**src/rtl/busca_instrucao.sv**
```systemverilog
// busca_instrucao: instruction-fetch stage feeding the control unit.
// Holds the PC, fetches one instruction at a time from a variable-latency
// imem over a req/ready handshake, latches it, and commits the next PC
// (sequential, beq or j) when the datapath signals exec_done.
//
// Optional build macro: FETCH_TIMEOUT_EN
//   Adds an 8-bit wait counter and a terminal S_ERROR state. The fetch
//   aborts with a sticky fetch_error after TIMEOUT_CYCLES wait cycles.
//   When the macro is undefined, fetch_error is constant 0.
//
// Ports:
//   clock, reset_n        rising-edge clock, async active-low reset
//   imem_req/addr         fetch request and address (address == pc)
//   imem_ready/rdata      imem data-valid strobe and instruction word
//   instr, opcode         latched instruction and its [31:26] field
//   instr_valid           high while the latched instruction executes
//   pc, pc_plus4          current PC and pc + 4 (combinational)
//   branch, zero, jump    next-PC controls, sampled with exec_done
//   exec_done             commit the next PC and return to fetch
//   instr_count           committed instruction counter (wraps)
//   fetch_error           sticky imem timeout flag
module busca_instrucao #(
    parameter logic [31:0] RESET_PC       = 32'h0000_0000,
    parameter int unsigned TIMEOUT_CYCLES = 16
) (
    input  logic        clock,
    input  logic        reset_n,
    output logic        imem_req,
    output logic [31:0] imem_addr,
    input  logic        imem_ready,
    input  logic [31:0] imem_rdata,
    output logic [31:0] instr,
    output logic [5:0]  opcode,
    output logic        instr_valid,
    output logic [31:0] pc,
    output logic [31:0] pc_plus4,
    input  logic        branch,
    input  logic        zero,
    input  logic        jump,
    input  logic        exec_done,
    output logic [31:0] instr_count,
    output logic        fetch_error
);

    localparam logic [1:0] S_FETCH = 2'd0;
    localparam logic [1:0] S_EXEC  = 2'd1;
`ifdef FETCH_TIMEOUT_EN
    localparam logic [1:0] S_ERROR = 2'd2;
    localparam int unsigned CNT_W  = 8;
`endif

    logic [1:0]  r_state;
    logic [1:0]  w_state_nxt;
    logic        r_req;
    logic        r_valid;
    logic [31:0] r_pc;
    logic [31:0] r_instr;
    logic [31:0] r_count;

    logic        w_req_nxt;
    logic        w_valid_nxt;
    logic        w_capture;
    logic        w_commit;
    logic [31:0] w_pc_plus4;
    logic [31:0] w_br_off;
    logic [31:0] w_next_pc;

`ifdef FETCH_TIMEOUT_EN
    logic [CNT_W-1:0] r_wait_cnt;
    logic [CNT_W-1:0] w_wait_cnt_nxt;
    logic             r_fetch_error;
    logic             w_err_set;
`else
    logic             w_unused_cfg;
    assign w_unused_cfg = ^32'(TIMEOUT_CYCLES);
`endif

    // PC arithmetic; all sums wrap modulo 2^32
    assign w_pc_plus4 = r_pc + 32'd4;
    assign w_br_off   = {{14{r_instr[15]}}, r_instr[15:0], 2'b00};

    // Next-PC select; jump takes priority over a taken branch
    always_comb begin
        w_next_pc = w_pc_plus4;
        if (jump) begin
            w_next_pc = {w_pc_plus4[31:28], r_instr[25:0], 2'b00};
        end else if (branch && zero) begin
            w_next_pc = w_pc_plus4 + w_br_off;
        end
    end

    // Next-state logic. A fetch is only accepted while the request is
    // actually on the bus, so the reset-release cycle (req still 0) waits.
    always_comb begin
        w_state_nxt = r_state;
        w_capture   = 1'b0;
        w_commit    = 1'b0;
`ifdef FETCH_TIMEOUT_EN
        w_wait_cnt_nxt = r_wait_cnt;
        w_err_set      = 1'b0;
`endif
        case (r_state)
            S_FETCH: begin
                if (r_req) begin
                    if (imem_ready) begin
                        w_capture   = 1'b1;
                        w_state_nxt = S_EXEC;
                    end
`ifdef FETCH_TIMEOUT_EN
                    else if (r_wait_cnt == CNT_W'(TIMEOUT_CYCLES - 1)) begin
                        w_err_set   = 1'b1;
                        w_state_nxt = S_ERROR;
                    end else begin
                        w_wait_cnt_nxt = r_wait_cnt + CNT_W'(1);
                    end
`endif
                end
            end
            S_EXEC: begin
                if (exec_done) begin
                    w_commit    = 1'b1;
                    w_state_nxt = S_FETCH;
`ifdef FETCH_TIMEOUT_EN
                    w_wait_cnt_nxt = '0;
`endif
                end
            end
`ifdef FETCH_TIMEOUT_EN
            S_ERROR: begin
                w_state_nxt = S_ERROR;
            end
`endif
            default: begin
                w_state_nxt = S_FETCH;
            end
        endcase
        w_req_nxt   = (w_state_nxt == S_FETCH);
        w_valid_nxt = (w_state_nxt == S_EXEC);
    end

    // State, handshake outputs, PC, instruction and commit counter
    always_ff @(posedge clock or negedge reset_n) begin
        if (!reset_n) begin
            r_state <= S_FETCH;
            r_req   <= 1'b0;
            r_valid <= 1'b0;
            r_pc    <= RESET_PC;
            r_instr <= '0;
            r_count <= '0;
        end else begin
            r_state <= w_state_nxt;
            r_req   <= w_req_nxt;
            r_valid <= w_valid_nxt;
            if (w_capture) begin
                r_instr <= imem_rdata;
            end
            if (w_commit) begin
                r_pc    <= w_next_pc;
                r_count <= r_count + 32'd1;
            end
        end
    end

`ifdef FETCH_TIMEOUT_EN
    // Wait counter and sticky timeout flag
    always_ff @(posedge clock or negedge reset_n) begin
        if (!reset_n) begin
            r_wait_cnt    <= '0;
            r_fetch_error <= 1'b0;
        end else begin
            r_wait_cnt <= w_wait_cnt_nxt;
            if (w_err_set) begin
                r_fetch_error <= 1'b1;
            end
        end
    end

    assign fetch_error = r_fetch_error;
`else
    assign fetch_error = 1'b0;
`endif

    assign imem_req    = r_req;
    assign imem_addr   = r_pc;
    assign instr       = r_instr;
    assign opcode      = r_instr[31:26];
    assign instr_valid = r_valid;
    assign pc          = r_pc;
    assign pc_plus4    = w_pc_plus4;
    assign instr_count = r_count;

endmodule

```
**config.mk**
```make
export PLATFORM = sky130hd
export DESIGN_NAME = busca_instrucao
export DESIGN_NICKNAME = d
export VERILOG_FILES = /design/src/rtl/busca_instrucao.sv
export SDC_FILE = /design/constraint.sdc
export NUM_CORES = 1
export LEC_CHECK = 0
export CORE_AREA = 2 2 130 132
export DETAILED_ROUTE_END_ITERATION = 10
export DIE_AREA = 0 0 132 134
export PLACE_DENSITY = 0.77
export SLEW_MARGIN = 20
export SYNTH_ARGS = -nofsm -noshare
export SYNTH_HDL_FRONTEND = slang
export SYNTH_SLANG_ARGS = --single-unit
```
**constraint.sdc**
```tcl
create_clock -name clock -period 3.25 [get_ports clock]
set_clock_uncertainty 0.1 [all_clocks]
set_input_delay 0.4875 -clock clock [delete_from_list [all_inputs] [get_ports clock]]
set_output_delay 0.4875 -clock clock [all_outputs]
set_load 0.01 [all_outputs]
```
==> results.cfg <==
[status]
status = finished, violations left
violations = negative setup slack

[cts]
root_buffer = clkbuf_16
cts.sinks = 98
numCtsBuffers = 9
clock_latency_ps = 370
cts.clk_slew.worst_paths_ps = 80
cts_max_path_buffers = 2
cts_max_level = 3
cts_tree = built

[floorplan]
fp.dieH_microns = 134
initial_core_util_pct = 42.0
core_area_sq_um = 16300
die_area_sq_um = 17700
die_w_microns = 132
ios = 208
rows = 47

[logic_synthesis]
ys.flop_type = dfrtp_1
synth-simple-area-share_pct = 18.3
synth_edf_count = 0
synth_top_area_share_pct = 35.9
synthMuxAreaShare_pct = 6.09
synth_compound_area_share_pct = 14.8
synthAdderAreaFrac_pct = 7.06
ys_top_cells_by_count = dfrtp_1 (98), nand2_1 (98), xnor2_1 (51), nor2_1 (48), buf_4 (44)
synth_top_family_by_area = simple AND/OR/NAND/NOR gates
yosys_warnings = 0
syn_avg_cell_area_sq_um = 9.27
seq_area_frac_synth_pct = 35.9
ys_seq_elements = 98
synth_xor_xnor_area_share_pct = 10.8
syn-cell-area_sq_um = 6840
async_reset_ff_share_pct = 100
synth_top_area_cell = dfrtp_1
syn_inst = 738
synth.area.top_cells = dfrtp_1 (36%), ha_1 (6.8%), xnor2_1 (6.5%), mux2_2 (5.4%), nand2_1 (5.4%)
synthDistinctLibCells = 70

[grt]
grtUsageTotal_pct = 25.3
grt_first_pass_wirelength_microns = 35500
grt_pass1_vias = 6808
grt_max_degree = 58
grt-ovfl-total = 0
antenna_found_initial = 0

[power_and_ir_drop]
finalPower_mw = 9.57
p_leak_nw = 4.93
ir_worst_vdd_mv = 0.374
p_per_area_nw_per_um2 = 861

[critical_path]
required_ps = 2660
worstSetupEndpointType = primary output
crit_fanout = 4
arrival_ps = 2980
start_kind = register
r2r_end = imem_addr[31]
rrSetupSlack_ps = -310
rr_startpoint = imem_addr[3]
worst_r2r_path_depth = 18
critical_path_class = register to primary output

[sta]
hold_violations = 0
max_slew_margin_pct = 56.6
slew_viol_final = 0
fin_setup_tns_ps = -3130
setup_slack_ps = -317
fmax_mhz = 280
rsz0062_at_grt = yes
final-setup-viol-count = 19
fin_crit_sh_pct = 110
worst_pin_slew_ps = 651
min_period_ps = 3570

[drt]
drt_wl_total_microns = 24700
via_per_inst = 5.49
drt_pass1_iterations = 5
postRouteAntennaNets = 0
vias = 7032
wire_per_inst_microns = 19.3
drt_iter0_drc = 663
drc = 0

[cells_and_area]
nFillCells = 1164
n_antenna_cell = 0
fin_area_sq_um = 11100
nets = 1133
drive_gt1_share_pct = 34.0
area_growth_pct = 62.4

[job]
cap_violations = 0

[place]
finalWeightedCongestion = 0.908
hpwlAfterDp_microns = 16700
place_area_sq_um = 9860
io_buffer_count = 200

[worst_hold_path]
min_path_type = primary input to asynchronous set/reset pin
-- critical path, cell delays in order (launching register included) --
cell             delay [ps]
dfrtp_2                 470
ha_4                    190
inv_4                    40
nor2_4                  100
nand2_2                 140
or3_4                   470
buf_4                   170
nor2_1                  130
xor2_1                  200
buf_4                   160
clkdlybuf4s50_1         530
-- flip-flops by register name, summed over array words and instances (netlist names) --
name	flops
r_state	2
imem_req	1
instr_count	32
instr	32
imem_addr	30
instr_valid	1
-- where the power goes --
group          switching (mW)  internal (mW)  leakage (nW)
logic                    3.06           3.52          3.55
registers               0.348           1.50          1.22
clock network           0.585          0.553         0.151
total                    3.99           5.57          4.93
-- worst max-delay path by stage --
| stage | from | end | slack (ps) | cells after the start |
|---|---|---|---|---|
| after floorplan | imem_addr[4] | imem_addr[28] | -190 | 14 |
| after global routing | imem_addr[2] | imem_addr[31] | -440 | 19 |
| after global placement | imem_addr[7] | imem_addr[28] | -160 | 14 |
| after CTS | imem_addr[7] | imem_addr[28] | -170 | 14 |
| after detailed placement | imem_addr[7] | imem_addr[28] | -190 | 14 |
| final | imem_addr[2] | pc_plus4[26] | -320 | 10 |
-- through the flow --
stage | util [%] | worst slack [ps] | instances | hold WS, ps
floorplan | - | -192 | 745 | 91.9
global placement | 60.6 | -156 | 1234 | 357
detailed placement | 60.6 | -187 | 1234 | 357
CTS | 64.4 | -166 | 1259 | 58.1
global route | 68.2 | -435 | 1281 | 68.1
finish | 68.2 | -317 | 1281 | 16.0
-- logic make-up after synthesis --
family                   Yosys count
AND/OR/NAND/NOR                  246
flip-flops                        98
AO/OA/AOI/OAI                    157
buffers and inverters             80
XOR/XNOR                          81
adder cells (fa/ha/maj)           38
other                              1
multiplexers                      37
-- repair_timing --
action | 4_1_cts | 5_1_grt
buffers inserted | 9 | 23
hold buffers | 0 | 0
gates resized for setup | 58 | 97
pin swaps | 29 | 53
setup endpoints to repair | 20 | 27
-- cell type report --
class                   count  area (sq um)  area share (%)
clock buffers               9           225            2.03
well taps                 220           275            2.48
clock inverters             7          78.8           0.710
flip-flops and latches     98          2470            22.2
multi-input cells         567          4690            42.3
repair buffers            365          3310            29.8
inverters                  15          58.8           0.529
-- per-layer routing --
layer  up-vias  global-route usage, %  part of all wire [%]
li1       3211                      -                     -
met4         0                   11.6                   3.7
met2       288                   41.8                    49
met5         -                      0                     0
met1      3466                   31.8                    40
met3        67                   5.71                   6.5
-- cells in the final DEF, fill, tap and decap left out, types with 6 or more instances in the layout --
cell / netlist / routed
a21o_1: 11 / 11
a21oi_1: 43 / 29
a21oi_2: 2 / 13
and3_1: 15 / 15
buf_4: 44 / 150
buf_6: 1 / 15
clkbuf_16: 0 / 9
clkdlybuf4s50_1: 0 / 191
conb_1: 1 / 8
dfrtp_1: 98 / 84
dfrtp_2: 0 / 14
ha_1: 37 / 28
ha_4: 0 / 8
inv_1: 14 / 13
mux2_2: 33 / 32
nand2_1: 98 / 89
nand2_2: 1 / 7
nand3_1: 25 / 21
nand4_1: 10 / 10
nor2_1: 48 / 39
nor2_2: 0 / 6
o211ai_1: 7 / 7
o21ai_0: 37 / 24
o21ai_1: 5 / 11
o21ai_2: 1 / 7
xnor2_1: 51 / 30
xnor2_2: 0 / 15
xnor2_4: 1 / 7
xor2_1: 28 / 24
(Power assumes the default switching activity.)
==> variant (config.mk and constraints unchanged) <==
The option `FETCH_TIMEOUT_EN` is turned on by a define.
--- a/src/rtl/busca_instrucao.sv
+++ b/src/rtl/busca_instrucao.sv
@@ -19,6 +19,8 @@
 //   exec_done             commit the next PC and return to fetch
 //   instr_count           committed instruction counter (wraps)
 //   fetch_error           sticky imem timeout flag
+`define FETCH_TIMEOUT_EN
+
 module busca_instrucao #(
     parameter logic [31:0] RESET_PC       = 32'h0000_0000,
     parameter int unsigned TIMEOUT_CYCLES = 16
Behaviour: no difference found for any inputs over 4 cycles, from zero or initial values and one cycle with reset_n low; that may be too few to reach the edited logic, so the function may still have changed.
==> variant against the original RTL <==
The run still ends with negative setup slack left; cell area grew 1.0%; sequential power grew 25%; setup slack gained 0.0086 ns; sequential cell count grew 9; power grew 30%; synthesized area grew 4.0%; routed wire length shrank 7.7%; largest power group unchanged.
==> variant: results (changes against the original RTL) <==
Finish
  • Number of fillers in the final layout: 1232 (was 1164)
  • Post-Layout Inst Area: 11200 µm² (was 11100 µm²)
  • NumNets Final: 1141 (was 1133)

Run status
  • Failing checks: negative setup slack (unchanged)
  • Outcome: finished, violations left (unchanged)

STA
  • Worst Slack Setup Final: -0.308 ns (was -0.317 ns)
  • Final setup viols: 14 (was 19)
  • Hold Slack: 0.0326 ns (was 0.0160 ns)
  • Slew HR: 44.5% (was 56.6%)

Setup path
  • CP top delay family: compound AO/OA/AOI/OAI gates (was buffers and inverters)
  • Slowest cell on crit path: dfrtp_2 (was clkdlybuf4s50_1)
  • Worst EP arrival: 3.70 ns (was 2.98 ns)
  • Worst r2r src: imem_addr[5]$_DFFE_PN0P_ (was imem_addr[3]$_DFFE_PN0P_)
  • WS Path Type: flip-flop to flip-flop (was flip-flop to primary output)
  • CP max FO: 5 (was 4)
  • Reg2Reg Depth: 15 (was 18)

Place
  • Routability cong.: 0.893 (was 0.908)
  • Detailed placement HPWL: 16600 µm (was 16700 µm)

GRT
  • First-pass GRT wire length: 35400 µm (was 35500 µm)
  • Largest net degree at the start of global routing: 65 (was 58)
  • Met1 Use GR: 31.4% (was 31.8%)
  • M2 GR Usage: 43.3% (was 41.8%)
  • GRT Total Usage: 24.8% (was 25.3%)
  • Met3 capacity usage during global routing: 4.38% (was 5.71%)

Routing
  • Starting DRC count in detailed routing: 460 (was 663)
  • Routed Wire Length: 22800 µm (was 24700 µm)
  • Met2 routed WL: 11700 µm (was 12200 µm)
  • Via count: 6937 (was 7032)
  • Met3 routed wirelength: 1370 µm (was 1610 µm)

Logic synthesis
  • Synth area leaders: dfrtp_1 (38%), xnor2_1 (6.8%), ha_1 (6.7%), mux2_2 (5.1%), buf_4 (4.4%) (was dfrtp_1 (36%), ha_1 (6.8%), xnor2_1 (6.5%), mux2_2 (5.4%), nand2_1 (5.4%))
  • Adder-Cell Fraction of Synth Area: 6.96% (was 7.06%)
  • Synth cell count leaders: dfrtp_1 (107), nand2_1 (81), xnor2_1 (55) (was dfrtp_1 (98), nand2_1 (98), xnor2_1 (51))
  • Post-Syn Instances: 760 (was 738)
  • Synth Area in XOR/XNOR: 11.1% (was 10.8%)
  • Register area share after synthesis: 37.6% (was 35.9%)
  • Library cells used by synthesis: 67 (was 70)

Power and ir drop
  • Peak VDD IR: 0.692 mV (was 0.374 mV)
  • Seq pwr share: 18.6% (was 19.4%)
  • Leakage: 0.00494 µW (was 0.00493 µW)
  • P_clk: 1190 µW (was 1140 µW)
  • Seq power: 2320 µW (was 1850 µW)
## variant: cell types whose count changed after synthesis, moves of 3 or more
cell,before,now
nand2_1,98,81
o21ai_0,37,52
nand3_1,25,36
and3_1,15,24
dfrtp_1,98,107
a211oi_1,6,13
a21oi_1,43,37
a21o_1,11,15
inv_1,14,10
nor2_1,48,52
xnor2_1,51,55
xor2_1,28,32
o21ai_1,5,2
or2_2,4,1
## variant: layout make-up
cell class	instances	share of cell area, %
multi-input combinational	583	41.9
timing repair buffer	351	28.6
sequential	107	24.0
tap	220	2.45
clock buffer	10	2.13
clock inverter	5	0.624
inverter	11	0.368
## variant: timing repair
item | 4_1_cts | 5_1_grt
resized for setup | 36 | 55
pin swaps | 24 | 28
cloned | 0 | 0
buffers inserted | 11 | 13
endpoints found under the setup margin | 19 | 27
## variant: kinds of logic (layout without fill, tap and decap cells)
kind of cell	Yosys count	in the layout
fa+ha+maj	39	39
buf+inv	75	377
mux	34	34
xor+xnor	88	88
compound gates	172	172
other cells	1	6
flops	107	107
simple gates	244	244
